`src/rtl/vga_fill_ctrl.sv`:
```
// Rectangle fill engine: streams one colour into a framebuffer in raster
// order, optionally only while the display is blanked.
module vga_fill_ctrl #(
   parameter int H_MAX      = 640,
   parameter int V_MAX      = 480,
   parameter int BLANK_ONLY = 1
) (
   input  logic        i_clk,
   input  logic        i_rst,
   input  logic        i_cmd_valid,
   output logic        o_cmd_ready,
   input  logic [9:0]  i_cmd_x,
   input  logic [8:0]  i_cmd_y,
   input  logic [9:0]  i_cmd_w,
   input  logic [8:0]  i_cmd_h,
   input  logic [23:0] i_cmd_color,
   input  logic        i_blank_n,
   input  logic        i_abort,
   output logic        o_wr_en,
   output logic [9:0]  o_wr_h_addr,
   output logic [8:0]  o_wr_v_addr,
   output logic [23:0] o_wr_data,
   output logic        o_busy,
   output logic        o_done,
   output logic        o_err
);

   typedef enum logic [1:0] {
      S_IDLE,
      S_FILL,
      S_DONE,
      S_ERR
   } state_t;

   localparam logic [10:0] LP_HMAX  = 11'(H_MAX);
   localparam logic [9:0]  LP_VMAX  = 10'(V_MAX);
   localparam logic [9:0]  LP_HLAST = 10'(H_MAX - 1);
   localparam logic [8:0]  LP_VLAST = 9'(V_MAX - 1);

   state_t      r_state;
   state_t      w_next;
   logic [9:0]  r_x;
   logic [9:0]  r_h;
   logic [9:0]  r_x_end;
   logic [8:0]  r_v;
   logic [8:0]  r_y_end;
   logic [23:0] r_color;

   logic        w_accept;
   logic        w_bad;
   logic        w_gate;
   logic        w_wr;
   logic        w_last;
   logic [10:0] w_xe_sum;
   logic [9:0]  w_ye_sum;
   logic [9:0]  w_x_end;
   logic [8:0]  w_y_end;

   assign w_accept = i_cmd_valid && (r_state == S_IDLE);
   assign w_bad = (i_cmd_w == 10'd0) || (i_cmd_h == 9'd0)
               || ({1'b0, i_cmd_x} >= LP_HMAX)
               || ({1'b0, i_cmd_y} >= LP_VMAX);

   // widened sums so a rectangle running off the edge clips instead of wrapping
   assign w_xe_sum = {1'b0, i_cmd_x} + {1'b0, i_cmd_w} - 11'd1;
   assign w_ye_sum = {1'b0, i_cmd_y} + {1'b0, i_cmd_h} - 10'd1;
   assign w_x_end  = (w_xe_sum > {1'b0, LP_HLAST}) ? LP_HLAST : w_xe_sum[9:0];
   assign w_y_end  = (w_ye_sum > {1'b0, LP_VLAST}) ? LP_VLAST : w_ye_sum[8:0];

   assign w_gate = !i_abort && ((BLANK_ONLY == 0) || !i_blank_n);
   assign w_wr   = (r_state == S_FILL) && w_gate;
   assign w_last = w_wr && (r_h == r_x_end) && (r_v == r_y_end);

   always_ff @(posedge i_clk or posedge i_rst) begin
      if (i_rst) r_state <= S_IDLE;
      else       r_state <= w_next;
   end

   always_comb begin
      w_next = r_state;
      unique case (r_state)
         S_IDLE: if (w_accept) w_next = w_bad ? S_ERR : S_FILL;
         S_FILL: begin
            if (i_abort)     w_next = S_IDLE;
            else if (w_last) w_next = S_DONE;
         end
         S_DONE:  w_next = S_IDLE;
         S_ERR:   w_next = S_IDLE;
         default: w_next = S_IDLE;
      endcase
   end

   always_comb begin
      o_cmd_ready = (r_state == S_IDLE);
      o_wr_en     = w_wr;
      o_busy      = (r_state == S_FILL) || (r_state == S_DONE);
      o_done      = (r_state == S_DONE);
      o_err       = (r_state == S_ERR);
   end

   always_ff @(posedge i_clk or posedge i_rst) begin
      if (i_rst) begin
         r_x     <= '0;
         r_h     <= '0;
         r_x_end <= '0;
         r_v     <= '0;
         r_y_end <= '0;
         r_color <= '0;
      end else if (w_accept) begin
         r_x     <= i_cmd_x;
         r_h     <= i_cmd_x;
         r_x_end <= w_x_end;
         r_v     <= i_cmd_y;
         r_y_end <= w_y_end;
         r_color <= i_cmd_color;
      end else if (w_wr) begin
         if (r_h == r_x_end) begin
            r_h <= r_x;
            r_v <= r_v + 9'd1;
         end else begin
            r_h <= r_h + 10'd1;
         end
      end
   end

   assign o_wr_h_addr = r_h;
   assign o_wr_v_addr = r_v;
   assign o_wr_data   = r_color;

endmodule

```
`config.mk`:
```
export PLATFORM = sky130hd
export DESIGN_NAME = vga_fill_ctrl
export DESIGN_NICKNAME = d
export VERILOG_FILES = /design/src/rtl/vga_fill_ctrl.sv
export SDC_FILE = /design/constraint.sdc
export NUM_CORES = 1
export LEC_CHECK = 0
export ABC_AREA = 1
export CORE_ASPECT_RATIO = 0.8
export CORE_UTILIZATION = 33
export DETAILED_ROUTE_END_ITERATION = 8
export PLACE_DENSITY_LB_ADDON = 0.08
export REMOVE_ABC_BUFFERS = 1
export SYNTH_ARGS = -nofsm -noshare
export SYNTH_HDL_FRONTEND = slang
export SYNTH_SLANG_ARGS = --single-unit
export TNS_END_PERCENT = 5
```
`constraint.sdc`:
```
create_clock -name i_clk -period 4 [get_ports i_clk]
set_input_delay 0.8 -clock i_clk [delete_from_list [all_inputs] [get_ports i_clk]]
set_output_delay 0.8 -clock i_clk [all_outputs]
set_load 0.02 [all_outputs]
```
# [Word-level counts from Yosys, hierarchy flattened]
# Index checks and enable logic that the tools add are counted.
[totals] regBits=74 latch_bits=0 ram_bits=0 rom_bits=0 in_bits=67 out_inout_bits=48 wordCells=56 memories=0
[op_classes] addsub=6 mul=0 div_mod_pow=0 magnitude_cmp=4 eq_ne=7 shifts=0 muxes=13 bitwise_logic=0 reduce_logical=19
[ops] cell="10-bit 2-to-1 mux" n=4
[ops] cell="9-bit 2-to-1 mux" n=4
[ops] cell="10-bit by 10-bit adder with 11-bit output" n=1
[ops] cell="11-bit by 10-bit greater-than comparator with 1-bit output (second input constant)" n=1
[ops] cell="11-bit by 1-bit subtractor with 11-bit output (second input constant)" n=1
[ops] cell="10-bit by 1-bit adder with 10-bit output (second input constant)" n=1
[ops] cell="9-bit by 9-bit adder with 10-bit output" n=1
[ops] cell="10-bit equality test" n=1
[ops] cell="10-bit >= comparator (second input constant)" n=1
[ops] cell="10-bit by 9-bit greater-than comparator with 1-bit output (second input constant)" n=1
[ops] cell="10-bit logical NOT" n=1
[ops] cell="10-bit by 1-bit subtractor with 10-bit output (second input constant)" n=1
[ops] cell="9-bit by 1-bit adder with 9-bit output (second input constant)" n=1
[ops] cell="9-bit equality test" n=1
[ops] cell="9-bit >= comparator (second input constant)" n=1
[ops] cell="9-bit logical NOT" n=1
[ops] cell="2-bit 2-to-1 mux" n=4
[ops] cell="2-bit case mux with 3 select lines" n=1
[ops] cell="1-bit logical AND" n=5
[ops] cell="2-bit equality test (second input constant)" n=2
[ops] cell="1-bit logical OR" n=4
[ops] cell="2-bit AND reduction" n=2
[ops] cell="2-bit nonzero test" n=2
[ops] cell="3-bit inequality test (second input constant)" n=1
[ops] cell="5 further kinds" n=6

# [Depth between registers and ports, before layout]
# Gate-level depths: netlist of the first run.
[depth] ltp_word=8 ltp_mapped=17 mapped_depth_nobuf=17

# [Least setup slack after synthesis of the first run]
# Ideal clock, no wire load.
[synth_timing] kind="input port to flip-flop" startpoint="input port i_cmd_y[1]" endpoint="register r_y_end[1]" setup_time_ns=0.113 arrival_time_ns=2.505 t_required_ns=3.887 slack_ns=1.382 stages=15 n_path_buf=0 cell_sequence="inv_1 ha_1 inv_1 ha_1 fa_1 nand3_1 nand3_1 nand3_1 nand2_1 nand2_1 nand3_1 inv_2 nand3_1 nand2_1 inv_1"
[synth_between] elab_chain_cells=4
[synth_lines] element="start, declared" line="13" text="input logic [8:0] i_cmd_y,"
[synth_lines] element="9-bit by 9-bit adder with 10-bit output (*)" line="66" text="assign w_ye_sum = {1'b0, i_cmd_y} + {1'b0, i_cmd_h} - 10'd1;"
[synth_lines] element="10-bit by 1-bit subtractor with 10-bit output (*)" line="66"
[synth_lines] element="10-bit by 9-bit greater-than comparator with 1-bit output" line="68" text="assign w_y_end = (w_ye_sum > {1'b0, LP_VLAST}) ? LP_VLAST : w_ye_sum[8:0];"
[synth_lines] element="9-bit 2-to-1 mux (*)" line="68"
[synth_lines] element="end signal, assigned" line="114" text="r_y_end <= w_y_end;"
[synth_lines] element="end, declared" line="46" text="logic [8:0] r_y_end;"
# Every way passes the cells marked *; elsewhere a longest branch is shown, timed or not.
# A chain may end at the register's enable or synchronous reset.

# [Final worst setup path of the first run]
[layout_timing] startpoint="input port i_abort" endpoint="output port o_wr_en"
[layout_between] elab_chain_cells=3
[layout_lines] element="start, declared" line="18" text="input logic i_abort,"
[layout_lines] element="1-bit logical NOT" line="70" text="assign w_gate = !i_abort && ((BLANK_ONLY == 0) || !i_blank_n);"
[layout_lines] element="1-bit logical AND" line="70"
[layout_lines] element="1-bit logical AND" line="71" text="assign w_wr = (r_state == S_FILL) && w_gate;"
[layout_lines] element="end, declared" line="19" text="output logic o_wr_en,"
# No other way between the ends.

==> run metrics, run 1 <==
outcome=finished clean; ratio of cells with drive above 1 in the final layout=4.88%; Synth area leader=sky130_fd_sc_hd__dfrtp_1; cell type with the highest occurrence count on the critical path=sky130_fd_sc_hd__clkdlybuf4s50_1; worst path required time=3.20 ns; launching element type of the critical path=input port; critical path, cell by cell=clkdlybuf4s50_1 -> nor2_1 -> inv_1 -> nor2_2 -> clkdlybuf4s50_1; sum of routed wire length over all layers=14.3 mm; number of buffers inserted by post-CTS setup repair=0; Post-synth EDFFs=0; top sig layer=met4; top cells by area, synth=sky130_fd_sc_hd__dfrtp_1 35%, sky130_fd_sc_hd__nand2_1 18%, sky130_fd_sc_hd__inv_1 11%; max_slew headroom=34.5%; final routed DRC violation total=0; final net count=987; met1 WL=7.55 mm; Mapped Cells=763; number of global-route vias before repair=4,747; Switching Share=43.0%; clk sinks=74; routed via count=4,954; combined area of all synthesized cells=0.00529 mm²; Placed Instance Area=0.00665 mm²; async set-reset flop share out of synthesis=100%; Leakage Power=3.66 nW; final hold violations=0; vias per std cell=4.52; number of cells upsized or downsized after cts=0; first-pass iteration count of the detailed router=4; post-route core utilization=44.1%; Max-cap violations=0; total global routing track utilization=18.4%; RSZ-0062 raised after global routing=false; cell internal power dissipation=2.49 mW; Sequential Area=0.00185 mm²; post-layout minimum cycle time=3.26 ns; Diodes inserted=0; final count of negative-setup-slack endpoints=0; most common cell in the synthesized netlist=sky130_fd_sc_hd__nand2_1; clock tree root buffer cell=sky130_fd_sc_hd__clkbuf_16; CTS tree=done; total non-filler cell area in the finished layout=0.00694 mm²; area of the core=0.0157 mm²; I/O pin count=115; share of the clock period used by the worst path=81.5%; buffers from clock root to sink, at most=2; register bit count reported by yosys=74; Critical Setup Path Class=input port to primary output; die boundary height=115 µm; routed length on met3=918 µm; insertion delay to the later sink of the worst-skew pair=0.34 ns; fraction of power consumed by the clock network=18.2%; leading cell types by count after synthesis=257 x sky130_fd_sc_hd__nand2_1, 150 x sky130_fd_sc_hd__inv_1, 74 x sky130_fd_sc_hd__dfrtp_1, 58 x sky130_fd_sc_hd__nand3_1, 42 x sky130_fd_sc_hd__ha_1; starting density of the core=33.6%; area overhead of the layout relative to synthesis=31.1%; final global-route overflow total=0; transition time at the pin with the least slew margin=0.983 ns; syn avg cell area=6.94 µm²; Hold/Removal Path Class=flop to flop; count of different cell masters after synthesis=41; maximum number of pins on one net before global-route repair=75; buffers added on ports=114; max frequency=0.307 GHz; total power divided by cell area=630 mW/mm²; area enclosed by the die boundary=0.0166 mm²; max-slew violation count=0; Setup TNS Final=0 ns; top-area cell type share of the netlist area=35.0%; CTS H-tree depth=3; worst clock skew=0.00372 ns; total of fill cells in the finished design=1,644; Detail Placement HPWL=10.9 mm; Antenna Nets Post-Route=0; slowest CP cell=sky130_fd_sc_hd__clkdlybuf4s50_1; total met2 wirelength after detailed routing=5.72 mm; relative contribution of combinational cells to total power=50.0%; worst voltage drop across the vdd grid=0.336 mV; sequential area share after synthesis=35.0%; peak fanout along the critical path=6; Flop pwr share=31.9%; area of combinational cells with multiple inputs=0.00276 mm²; post-route worst hold slack=0.478 ns; kind of end point of the critical path=primary output; site row count=41; Primary FF master, synth=sky130_fd_sc_hd__dfrtp_1; horizontal die dimension=144 µm; Worst EP arrival=2.46 ns; Net Switching=1.88 mW; clock input transition at the sequential cells of the worst setup and hold paths=0.06 ns; number of DRC violations after detailed-routing iteration 0=244; delay of the slowest cell on the worst path=0.68 ns; gp weighted congestion=0.873; number of antenna violations at the first check in global routing=0; number of buffers inserted during clock tree synthesis=9; first-pass GRT wire length=23.5 mm; drt wl/cell=13.0 µm; warnings from Yosys=0; CTS hold repair buffers=0
layer usage:
metal,global-route usage (%),vias to the layer above
met5,0,-
met1,26.7,2278
met4,4.75,0
met3,5.25,7
met2,26.6,109
li1,-,2560
state kept, by name, indices dropped and copies added (netlist names):
signal       flops
r_x             10
r_state          2
r_x_end         10
o_wr_v_addr      9
r_y_end          9
o_wr_h_addr     10
o_wr_data       24
worst paths after layout:
check | from | to | slack [ns] | depth (start not counted)
hold / removal | o_wr_data[16] | o_wr_data[16] | 0.48 | 2
setup reg to reg | r_state[0] | o_wr_h_addr[2] | 1.79 | 7
min in group asynchronous | i_rst | o_wr_data[10] | 1.07 | 3
hold reg to reg | o_wr_data[16] | o_wr_data[16] | 0.48 | 2
setup / recovery | i_abort | o_wr_en | 0.74 | 5
max in group asynchronous | i_rst | r_x[0] | 2.27 | 3
worst max-delay path: cells and delay by family:
kind / cells / cell delay, ns
buf+inv: 3 / 1.21
simple gates: 2 / 0.44
per-stage QoR:
stage               setup slack [ns]  total power, mW  cells
finish                         0.740             4.37   1096
global route                   0.634             4.74   1096
CTS                            0.732             4.42   1096
detailed placement             0.626             3.59   1080
global placement               0.711             3.58   1080
floorplan                       1.32             2.70    748
layout by cell type, fill, tap and decap left out, types with 11 or more instances in the layout:
cell type / Yosys / final
sky130_fd_sc_hd__xor2_1: 15 / 15
sky130_fd_sc_hd__dfrtp_1: 74 / 74
sky130_fd_sc_hd__inv_1: 150 / 149
sky130_fd_sc_hd__o21ai_0: 19 / 19
sky130_fd_sc_hd__ha_1: 42 / 42
sky130_fd_sc_hd__nand2_1: 257 / 257
sky130_fd_sc_hd__clkdlybuf4s50_1: 0 / 114
sky130_fd_sc_hd__inv_2: 10 / 11
sky130_fd_sc_hd__nor2_1: 36 / 36
sky130_fd_sc_hd__nand3_1: 58 / 58
sky130_fd_sc_hd__nand4_1: 12 / 12
sky130_fd_sc_hd__a21oi_1: 12 / 12
cell families after synthesis:
logic type,count (synthesis),share of synthesized area [%]
AND/OR/NAND/NOR,393,31.7
buffers and inverters,176,13.0
flip-flops,74,35.0
adder cells (fa/ha/maj),44,10.7
XOR/XNOR,23,3.81
AO/OA/AOI/OAI,53,5.86
final cells by class:
class	count	share of cell area, %
Clock inverter	3	0.325
Multi-Input combinational cell	513	39.7
Timing Repair Buffer	117	16.8
Inverter	161	8.71
Tap cell	215	3.88
Sequential cell	74	26.7
Clock buffer	13	3.90
power by group through the flow:
stage / Clock (mW) / Sequential (mW) / Combinational (mW)
floorplan: 0 / 1.57 / 1.13
global placement: 0 / 1.39 / 2.18
detailed placement: 0 / 1.39 / 2.20
CTS: 0.820 / 1.40 / 2.21
global route: 0.846 / 1.44 / 2.45
finish: 0.794 / 1.39 / 2.18
Power figures use the tool's default switching activity.
==> run 2: changes to the inputs <==
==> constraint.sdc (replaced) <==
create_clock -name i_clk -period 2.98 [get_ports i_clk]
set_input_delay 0.596 -clock i_clk [delete_from_list [all_inputs] [get_ports i_clk]]
set_output_delay 0.596 -clock i_clk [all_outputs]
set_load 0.02 [all_outputs]
==> run 2 against run 1 <==
  * Utilization rose by 0.64 points
  * Clock skew rose by 0.0020 ns
  * Cell count rose by 1.3%
  * Sequential cell count did not move
  * Sequential share of layout area fell by 0.38 points
==> run metrics, run 2 (synthesized netlist as in run 1, its figures left out) <==
outcome=finished clean (unchanged); total power divided by cell area=826 mW/mm² (was 630 mW/mm²); Register-to-Register Setup Slack=0.98 ns (was 1.79 ns); max_slew headroom=52.3% (was 34.5%); total of fill cells in the finished design=1,611 (was 1,644); Hold Path Cell Cnt=2 (unchanged); buffers from clock root to sink, at most=2 (unchanged); Max-cap violations=0 (unchanged); Worst EP arrival=2.96 ns (was 2.46 ns); RSZ-0062 raised after global routing=false (unchanged); final hold violations=0 (unchanged); hold path startpoint=o_wr_data[6] (was o_wr_data[16]); gp weighted congestion=0.855 (was 0.873); buffers added on ports=114 (unchanged); Detail Placement HPWL=11.1 mm (was 10.9 mm); total non-filler cell area in the finished layout=0.00704 mm² (was 0.00694 mm²); max frequency=0.366 GHz; final global-route overflow total=0 (unchanged); Antenna Nets Post-Route=0 (unchanged); number of antenna violations at the first check in global routing=0 (unchanged); Hold/Removal Path Class=flop to flop (unchanged); post-layout minimum cycle time=2.73 ns; commonest non-fill, non-tap cell in the layout=sky130_fd_sc_hd__nand2_1 (unchanged); Leakage Power=3.72 nW (was 3.66 nW); launching element type of the critical path=input port (unchanged); number of cells upsized or downsized after cts=0 (unchanged); CTS tree=done (unchanged); drt wl/cell=12.8 µm (was 13.0 µm); Critical R2R Launch=r_state[0] (unchanged); vias per std cell=4.53 (was 4.52); Critical Setup Path Class=input port to flop (was input port to primary output); die boundary height=115 µm (unchanged); worst path required time=3.21 ns (was 3.20 ns); maximum number of pins on one net before global-route repair=75 (unchanged); transition time at the pin with the least slew margin=0.714 ns (was 0.983 ns); clock input transition at the sequential cells of the worst setup and hold paths=0.06 ns (about the same); CTS hold repair buffers=0 (unchanged); clock tree root buffer cell=sky130_fd_sc_hd__clkbuf_16 (unchanged); area enclosed by the die boundary=0.0166 mm² (unchanged); number of buffers inserted during clock tree synthesis=9 (unchanged); ratio of cells with drive above 1 in the final layout=5.92% (was 4.88%); first-pass GRT wire length=23.6 mm (was 23.5 mm); terminus of the critical flop-to-flop path=r_x_end[4] (was o_wr_h_addr[2]); kind of end point of the critical path=flop (was primary output); insertion delay to the later sink of the worst-skew pair=0.34 ns (about the same); number of buffers inserted by post-CTS setup repair=0 (unchanged); final routed DRC violation total=0 (unchanged); most used cells in the layout excluding fill and tap cells=257 x sky130_fd_sc_hd__nand2_1, 149 x sky130_fd_sc_hd__inv_1, 114 x sky130_fd_sc_hd__clkdlybuf4s50_1, 74 x sky130_fd_sc_hd__dfrtp_1, 58 x sky130_fd_sc_hd__nand3_1 (unchanged); horizontal die dimension=144 µm (unchanged); final count of negative-setup-slack endpoints=0 (unchanged); number of DRC violations after detailed-routing iteration 0=196 (was 244); final net count=1,001 (was 987); number of global-route vias before repair=4,761 (was 4,747); worst clock skew=0.00569 ns (was 0.00372 ns); number of flip-flops under the largest register name=24 (unchanged); worst voltage drop across the vdd grid=0.529 mV (was 0.336 mV); CTS H-tree depth=3 (unchanged); total global routing track utilization=18.5% (was 18.4%); area overhead of the layout relative to synthesis=32.9% (was 31.1%); first-pass iteration count of the detailed router=4 (unchanged); total instance count after detailed placement=1,094 (was 1,080); max-slew violation count=0 (unchanged); number of cells traversed by the worst register-to-register path=10 (was 7); post-route worst hold slack=0.477 ns (was 0.478 ns); starting density of the core=33.6% (unchanged); I/O pin count=115 (unchanged); Placed Instance Area=0.00678 mm² (was 0.00665 mm²); sum of routed wire length over all layers=14.2 mm (was 14.3 mm); Diodes inserted=0 (unchanged); area of the core=0.0157 mm² (unchanged); peak fanout along the critical path=9 (was 6); end point of the most critical hold path=o_wr_data[6] (was o_wr_data[16]); site row count=41 (unchanged); share of the clock period used by the worst path=91.7%; Layout Cells excl Fill=1,110 (was 1,096); Setup TNS Final=0 ns (unchanged); routed via count=5,025 (was 4,954); clk sinks=74 (unchanged)
-- run 2: cell types whose count changed in the layout (fill, tap and decap cells not counted), sizes merged --
cell	change
clkinv	-1
clkbuf	+1
buf	+14
-- run 2: area by class of cell --
| cell class | instances | area [µm²] | share of cell area [%] |
|---|---|---|---|
| clock buffers | 14 | 244 | 3.47 |
| clock inverters | 2 | 13.8 | 0.196 |
| inverters | 161 | 604 | 8.59 |
| multi-input cells | 513 | 2760 | 39.2 |
| flip-flops and latches | 74 | 1850 | 26.3 |
| well taps | 215 | 269 | 3.82 |
| repair buffers | 131 | 1290 | 18.4 |
-- run 2: critical path, cell delays in order --
cell and delay [ns]:
sky130_fd_sc_hd__clkdlybuf4s50_1 0.52, sky130_fd_sc_hd__inv_1 0.06, sky130_fd_sc_hd__ha_1 0.29, sky130_fd_sc_hd__inv_1 0.06
sky130_fd_sc_hd__ha_1 0.16, sky130_fd_sc_hd__inv_1 0.05, sky130_fd_sc_hd__fa_1 0.37, sky130_fd_sc_hd__inv_1 0.09
sky130_fd_sc_hd__nand3_1 0.07, sky130_fd_sc_hd__nand3_1 0.10, sky130_fd_sc_hd__nand2_1 0.08, sky130_fd_sc_hd__nand3_1 0.09
sky130_fd_sc_hd__nand2_1 0.10, sky130_fd_sc_hd__nand2_4 0.13, sky130_fd_sc_hd__nand3_1 0.09, sky130_fd_sc_hd__nand2_1 0.07
sky130_fd_sc_hd__inv_1 0.04
-- run 2: how the worst max path moves through the flow --
| stage | from | end | slack [ns] |
|---|---|---|---|
| finish | i_cmd_x[1] | r_x_end[4] | 0.25 |
| global route | i_cmd_x[1] | r_x_end[4] | 0.01 |
| CTS | i_cmd_x[1] | r_x_end[4] | 0.25 |
| detailed placement | i_cmd_x[1] | r_x_end[4] | -0.10 |
| global placement | i_cmd_y[1] | r_y_end[1] | -0.04 |
| floorplan | r_state[0] | o_wr_h_addr[0] | 0.36 |
-- run 2: power breakdown --
| part | switching (mW) | leakage, nW | total [mW] | internal (mW) |
|---|---|---|---|---|
| Sequential | 0.402 | 0.882 | 1.87 | 1.47 |
| Clock | 0.399 | 0.125 | 0.964 | 0.565 |
| Combinational | 1.69 | 2.71 | 2.98 | 1.29 |
-- run 2: through the flow --
stage	utilization, %	setup WS [ns]	power [mW]
finish	44.7	0.248	5.82
global route	44.7	0.0103	6.33
CTS	44.7	0.248	5.89
detailed placement	43.0	-0.100	4.87
global placement	43.0	-0.0366	4.84
floorplan	-	0.360	3.63
-- run 2: per-layer routing --
layer	track usage, %	share of wire, %	vias up
li1	-	-	2597
met1	27.3	52	2278
met2	25.6	39	137
met3	5.46	7.3	13
met4	5.18	1.3	0
met5	0	0	-
==> run 3: changes to the inputs <==
--- a/config.mk
+++ b/config.mk
@@ -6,9 +6,9 @@
 export NUM_CORES = 1
 export LEC_CHECK = 0
 export ABC_AREA = 1
-export CORE_ASPECT_RATIO = 0.8
 export CORE_UTILIZATION = 33
 export DETAILED_ROUTE_END_ITERATION = 8
+export GPL_TIMING_DRIVEN = 0
 export PLACE_DENSITY_LB_ADDON = 0.08
 export REMOVE_ABC_BUFFERS = 1
 export SYNTH_ARGS = -nofsm -noshare
==> run 3 against run 2 <==
  * Utilization grew 0.58 points
  * Cell area is 0.76% lower
  * Combinational power barely moved
  * Sequential power is essentially flat
  * Non-clock buffer count fell by 16
  * Die area about the same
  * Clock-buffer cell count decreased by 3
  * Power grew 0.25%
  * Fmax fell by 2.0%
  * Setup slack got worse by 0.057 ns
  * First-iteration DRC count is 4.1% higher
  * Highest routed layer unchanged
==> run metrics, run 3 (synthesized netlist as in run 1, its figures left out) <==
number of flip-flops under the largest register name=24 (unchanged); RSZ-0062 raised after global routing=true (was false); horizontal die dimension=129 µm (was 144 µm); first-pass iteration count of the detailed router=4 (unchanged); Hold/Removal Path Class=flop to flop (unchanged); max_slew headroom=52.9% (was 52.3%); total power=5.83 mW (was 5.82 mW); share of the clock period used by the worst path=93.6% (was 91.7%); total of fill cells in the finished design=1,607 (was 1,611); total non-filler cell area in the finished layout=0.00698 mm² (was 0.00704 mm²); number of antenna violations at the first check in global routing=0 (unchanged); final routed DRC violation total=0 (unchanged); drt wl/cell=12.8 µm (about the same); clock tree root buffer cell=sky130_fd_sc_hd__clkbuf_16 (unchanged); sum of routed wire length over all layers=13.9 mm (was 14.2 mm); total global routing track utilization=17.7% (was 18.5%); final hold violations=0 (unchanged); number of global-route vias before repair=4,857 (was 4,761); insertion delay to the later sink of the worst-skew pair=0.33 ns (was 0.34 ns); total power divided by cell area=835 mW/mm² (was 826 mW/mm²); commonest non-fill, non-tap cell in the layout=sky130_fd_sc_hd__nand2_1 (unchanged); post-layout minimum cycle time=2.79 ns (was 2.73 ns); number of buffers inserted during clock tree synthesis=9 (unchanged); kind of end point of the critical path=flop (unchanged); site row count=45 (was 41); transition time at the pin with the least slew margin=0.706 ns (was 0.714 ns); gp weighted congestion=0.862 (was 0.855); routed via count=4,880 (was 5,025); CTS tree=done (unchanged); max frequency=0.359 GHz (was 0.366 GHz); worst clock skew=0.00765 ns (was 0.00569 ns); area of the core=0.0154 mm² (was 0.0157 mm²); starting density of the core=34.3% (was 33.6%); post-route worst hold slack=0.478 ns (was 0.477 ns); final global-route overflow total=0 (unchanged); first-pass GRT wire length=23.0 mm (was 23.6 mm); area enclosed by the die boundary=0.0166 mm² (about the same); clk sinks=74 (unchanged); Worst EP arrival=3.02 ns (was 2.96 ns); most used cells in the layout excluding fill and tap cells=257 x sky130_fd_sc_hd__nand2_1, 149 x sky130_fd_sc_hd__inv_1, 114 x sky130_fd_sc_hd__clkdlybuf4s50_1, 74 x sky130_fd_sc_hd__dfrtp_1, 55 x sky130_fd_sc_hd__nand3_1 (was 257 x sky130_fd_sc_hd__nand2_1, 149 x sky130_fd_sc_hd__inv_1, 114 x sky130_fd_sc_hd__clkdlybuf4s50_1, 74 x sky130_fd_sc_hd__dfrtp_1, 58 x sky130_fd_sc_hd__nand3_1); buffers from clock root to sink, at most=2 (unchanged); ratio of cells with drive above 1 in the final layout=5.57% (was 5.92%); worst voltage drop across the vdd grid=0.421 mV (was 0.529 mV); buffers added on ports=114 (unchanged); vias per std cell=4.48 (was 4.53); CTS H-tree depth=3 (unchanged); Placed Instance Area=0.00665 mm² (was 0.00678 mm²); max-slew violation count=0 (unchanged); clock input transition at the sequential cells of the worst setup and hold paths=0.06 ns (about the same); launching element type of the critical path=input port (unchanged); Setup TNS Final=0 ns (unchanged); final net count=985 (was 1,001); number of DRC violations after detailed-routing iteration 0=204 (was 196); maximum number of pins on one net before global-route repair=64 (was 75); Diodes inserted=0 (unchanged); peak fanout along the critical path=9 (unchanged); Critical Setup Path Class=input port to flop (unchanged); final count of negative-setup-slack endpoints=0 (unchanged); I/O pin count=115 (unchanged); Leakage Power=3.64 nW (was 3.72 nW); Detail Placement HPWL=10.4 mm (was 11.1 mm); outcome=finished clean (unchanged); Antenna Nets Post-Route=0 (unchanged); die boundary height=129 µm (was 115 µm); Max-cap violations=0 (unchanged); area overhead of the layout relative to synthesis=31.9% (was 32.9%); worst path required time=3.21 ns (about the same)
run 3: cell types whose count changed in the layout (fill, tap and decap cells not counted), moves of 2 or more:
cell | previous run | this run
sky130_fd_sc_hd__buf_12 | 2 | 0
sky130_fd_sc_hd__nand3_2 | 1 | 4
sky130_fd_sc_hd__nand3_1 | 58 | 55
sky130_fd_sc_hd__clkinvlp_4 | 0 | 4
sky130_fd_sc_hd__buf_4 | 15 | 0
sky130_fd_sc_hd__inv_2 | 11 | 9
sky130_fd_sc_hd__clkbuf_1 | 5 | 1
sky130_fd_sc_hd__inv_6 | 0 | 2
sky130_fd_sc_hd__fa_1 | 2 | 0
sky130_fd_sc_hd__fa_2 | 0 | 2
run 3: metrics by stage:
stage / utilization (%) / instances / setup WS [ns]
6_report: 45.3 / 1090 / 0.191
2_1_floorplan: - / 748 / 0.360
5_1_grt: 45.3 / 1090 / 0.000606
4_1_cts: 45.0 / 1090 / 0.0482
3_3_place_gp: 42.9 / 1073 / -1.05
3_5_place_dp: 43.1 / 1074 / -1.11
run 3: worst paths after layout:
path,depth (start not counted),startpoint,slack (ns),endpoint
worst max-delay path,17,i_cmd_x[1],0.19,r_x_end[0]
worst min-delay path,2,o_wr_data[7],0.48,o_wr_data[7]
worst max register to register,7,r_state[1],0.35,o_wr_h_addr[6]
worst min register to register,2,o_wr_data[7],0.48,o_wr_data[7]
max in group asynchronous,3,i_rst,1.89,o_wr_h_addr[5]
min in group asynchronous,2,i_rst,0.52,o_wr_data[19]
run 3: metal layers:
| metal | vias to the layer above | global-route usage, % | wire length, µm |
|---|---|---|---|
| met5 | - | 0 | 0 |
| li1 | 2557 | - | - |
| met4 | 0 | 3.32 | 126 |
| met1 | 2194 | 22.4 | 6440 |
| met2 | 119 | 29.9 | 6340 |
| met3 | 10 | 5.53 | 1020 |
run 3: repair_timing:
action	4_1_cts	5_1_grt
buffers inserted	0	0
endpoints found under the setup margin	62	27
gates resized for setup	3	11
hold buffers	0	0
run 3: cell type report:
class | instances | area [µm²] | area share [%]
Clock inverter | 5 | 38.8 | 0.555
Multi-Input combinational cell | 513 | 2810 | 40.2
Inverter | 161 | 612 | 8.76
Timing Repair Buffer | 115 | 1170 | 16.7
Tap cell | 211 | 264 | 3.78
Clock buffer | 11 | 243 | 3.48
Sequential cell | 74 | 1850 | 26.5
run 3: power breakdown:
part	switching [mW]	internal, mW
Sequential	0.382	1.47
Clock	0.442	0.590
Combinational	1.70	1.25
run 3: critical path, stage by stage:
cell and delay [ns]:
sky130_fd_sc_hd__clkdlybuf4s50_1 0.48, sky130_fd_sc_hd__inv_1 0.07, sky130_fd_sc_hd__ha_1 0.28, sky130_fd_sc_hd__inv_1 0.06, sky130_fd_sc_hd__ha_2 0.20, sky130_fd_sc_hd__inv_1 0.06, sky130_fd_sc_hd__fa_2 0.35, sky130_fd_sc_hd__inv_1 0.09
sky130_fd_sc_hd__nand3_1 0.08, sky130_fd_sc_hd__nand3_2 0.10, sky130_fd_sc_hd__nand2_1 0.08, sky130_fd_sc_hd__nand3_1 0.09, sky130_fd_sc_hd__nand2_1 0.10, sky130_fd_sc_hd__nand2_4 0.13, sky130_fd_sc_hd__nand3b_1 0.13, sky130_fd_sc_hd__nand2_1 0.08
sky130_fd_sc_hd__inv_1 0.04
==> patch (config.mk and constraints of run 3) <==
Put a register stage on the output `o_err`, without a reset. The value now appears one clock later. The other outputs are not delayed to match.
--- a/src/rtl/vga_fill_ctrl.sv
+++ b/src/rtl/vga_fill_ctrl.sv
@@ -37,4 +37,6 @@
    localparam logic [9:0]  LP_HLAST = 10'(H_MAX - 1);
    localparam logic [8:0]  LP_VLAST = 9'(V_MAX - 1);
+
+   logic o_err_d;
 
    state_t      r_state;
@@ -96,5 +98,5 @@
       o_busy      = (r_state == S_FILL) || (r_state == S_DONE);
       o_done      = (r_state == S_DONE);
-      o_err       = (r_state == S_ERR);
+      o_err_d     = (r_state == S_ERR);
    end
 
@@ -128,4 +130,8 @@
    assign o_wr_data   = r_color;
 
+   always_ff @(posedge i_clk) begin
+      o_err <= o_err_d;
+   end
+
 endmodule
 
Formal check against the unedited RTL: not equivalent (Yosys sat finds a counterexample within 4 cycles, from zero or initial values and one cycle with i_rst high).
==> patch against run 3 <==
- wire length fell by 0.91%
- design area rose by 0.54%
- power is 1.6% higher
- non-clock buffer count unchanged
- setup slack hardly changed
- area after synthesis rose by 0.38%
- sequential cell count is 1 higher
- critical path type unchanged
- highest routed layer unchanged
==> patch: results (changes against run 3) <==
[place]
placed_area_mm2=0.00667  ; +0.40%
dp_hpwl_um=10300  ; -0.39%
place.gp.congestion=0.890  ; +3.2%
place_ws_ns=-1.18  ; -0.0699 ns

[final_layout]
largest_reg_flops=24  ; unchanged
drive_gt1_share_pct=5.34  ; -0.23 points
nFillCells=1617  ; +0.62%
num-nets-final=986  ; +0.10%
layoutNonFillerInstCount=1096  ; +0.55%

[worst_hold_path]
hold_end=o_wr_data[1]
holdCritStartpoint=o_wr_data[1]

[logic_synthesis]
ys_types=42  ; +2.4%
synthAdderAreaFrac_pct=10.6  ; -0.040 points
yosys_most_used_dff=dfrtp_1
netlist_top_cells_area=dfrtp_1 (35%), nand2_1 (18%), inv_1 (11%)
synth_compound_area_share_pct=5.84  ; -0.022 points
async_flop_share_pct=98.7  ; -1.3 points
synth_area_per_cell_um2=6.96  ; +0.25%
yosysSeqAreaShare_pct=35.2  ; +0.24 points
synth_xor_area_share_pct=3.79  ; -0.014 points

[clock_tree]
ctsResizeCount=4  ; +1
cts_htree_levels=3  ; unchanged
clk_latency_ns=0.34

[critical_path]
r2r-start=r_state[0]
crit_arrival_ns=3.02  ; about the same
reg2reg_to=o_wr_h_addr[0]
cp_top_family=adder cells
r2r_slack_ns=0.27  ; -0.08 ns

[routing]
routed_wl_um=13800  ; -0.91%
routed_via_density=4.49  ; +0.31%
first_iter_violations=232  ; +14%
first_pass_iters=5  ; +1

[pwr]
power_frac_clock_pct=19.2  ; +1.5 points
sw_frac_of_total_pct=42.5  ; -0.80 points
powerDensity_mw_per_mm2=844  ; +1.1%
p_leak_nw=3.68  ; +0.93%
vdd_drop_max_mv=0.523  ; +24%

[sta]
period_needed_ns=2.79  ; +0.000226 ns
fin_skew_ns=0.0100  ; +0.00238 ns
relSlewSlack_pct=54.6  ; +1.7 points
fin_hold_ws_ns=0.482  ; +0.00358 ns

[global_route]
grt_pass1_vias=4819  ; -0.78%
antenna_found_initial=1  ; +1
grt_pass1_wl_um=22900  ; -0.24%
grt_max_degree=66  ; +3.1%
grt_usage_pct=17.7  ; about the same

[run_status]
status=finished clean

-- patch: cell count changes after synthesis, sizes merged --
cell   before  now
dfxtp       0    1
-- patch: per-layer routing --
layer	wire, µm	part of all wire, %	vias to the layer above	global-route usage [%]
li1	-	-	2573	-
met5	0	0	-	0
met2	6560	48	114	29.9
met4	105	0.76	0	3.60
met1	6280	45	2228	22.4
met3	853	6.2	7	5.11
-- patch: cell type report --
cell class                      count  area, µm²  area share, %
Multi-Input combinational cell    513       2790           39.8
Sequential cell                    75       1870           26.7
Timing Repair Buffer              115       1170           16.6
Inverter                          161        609           8.68
Tap cell                          216        270           3.85
Clock buffer                       10        239           3.40
Clock inverter                      6       70.1          0.998
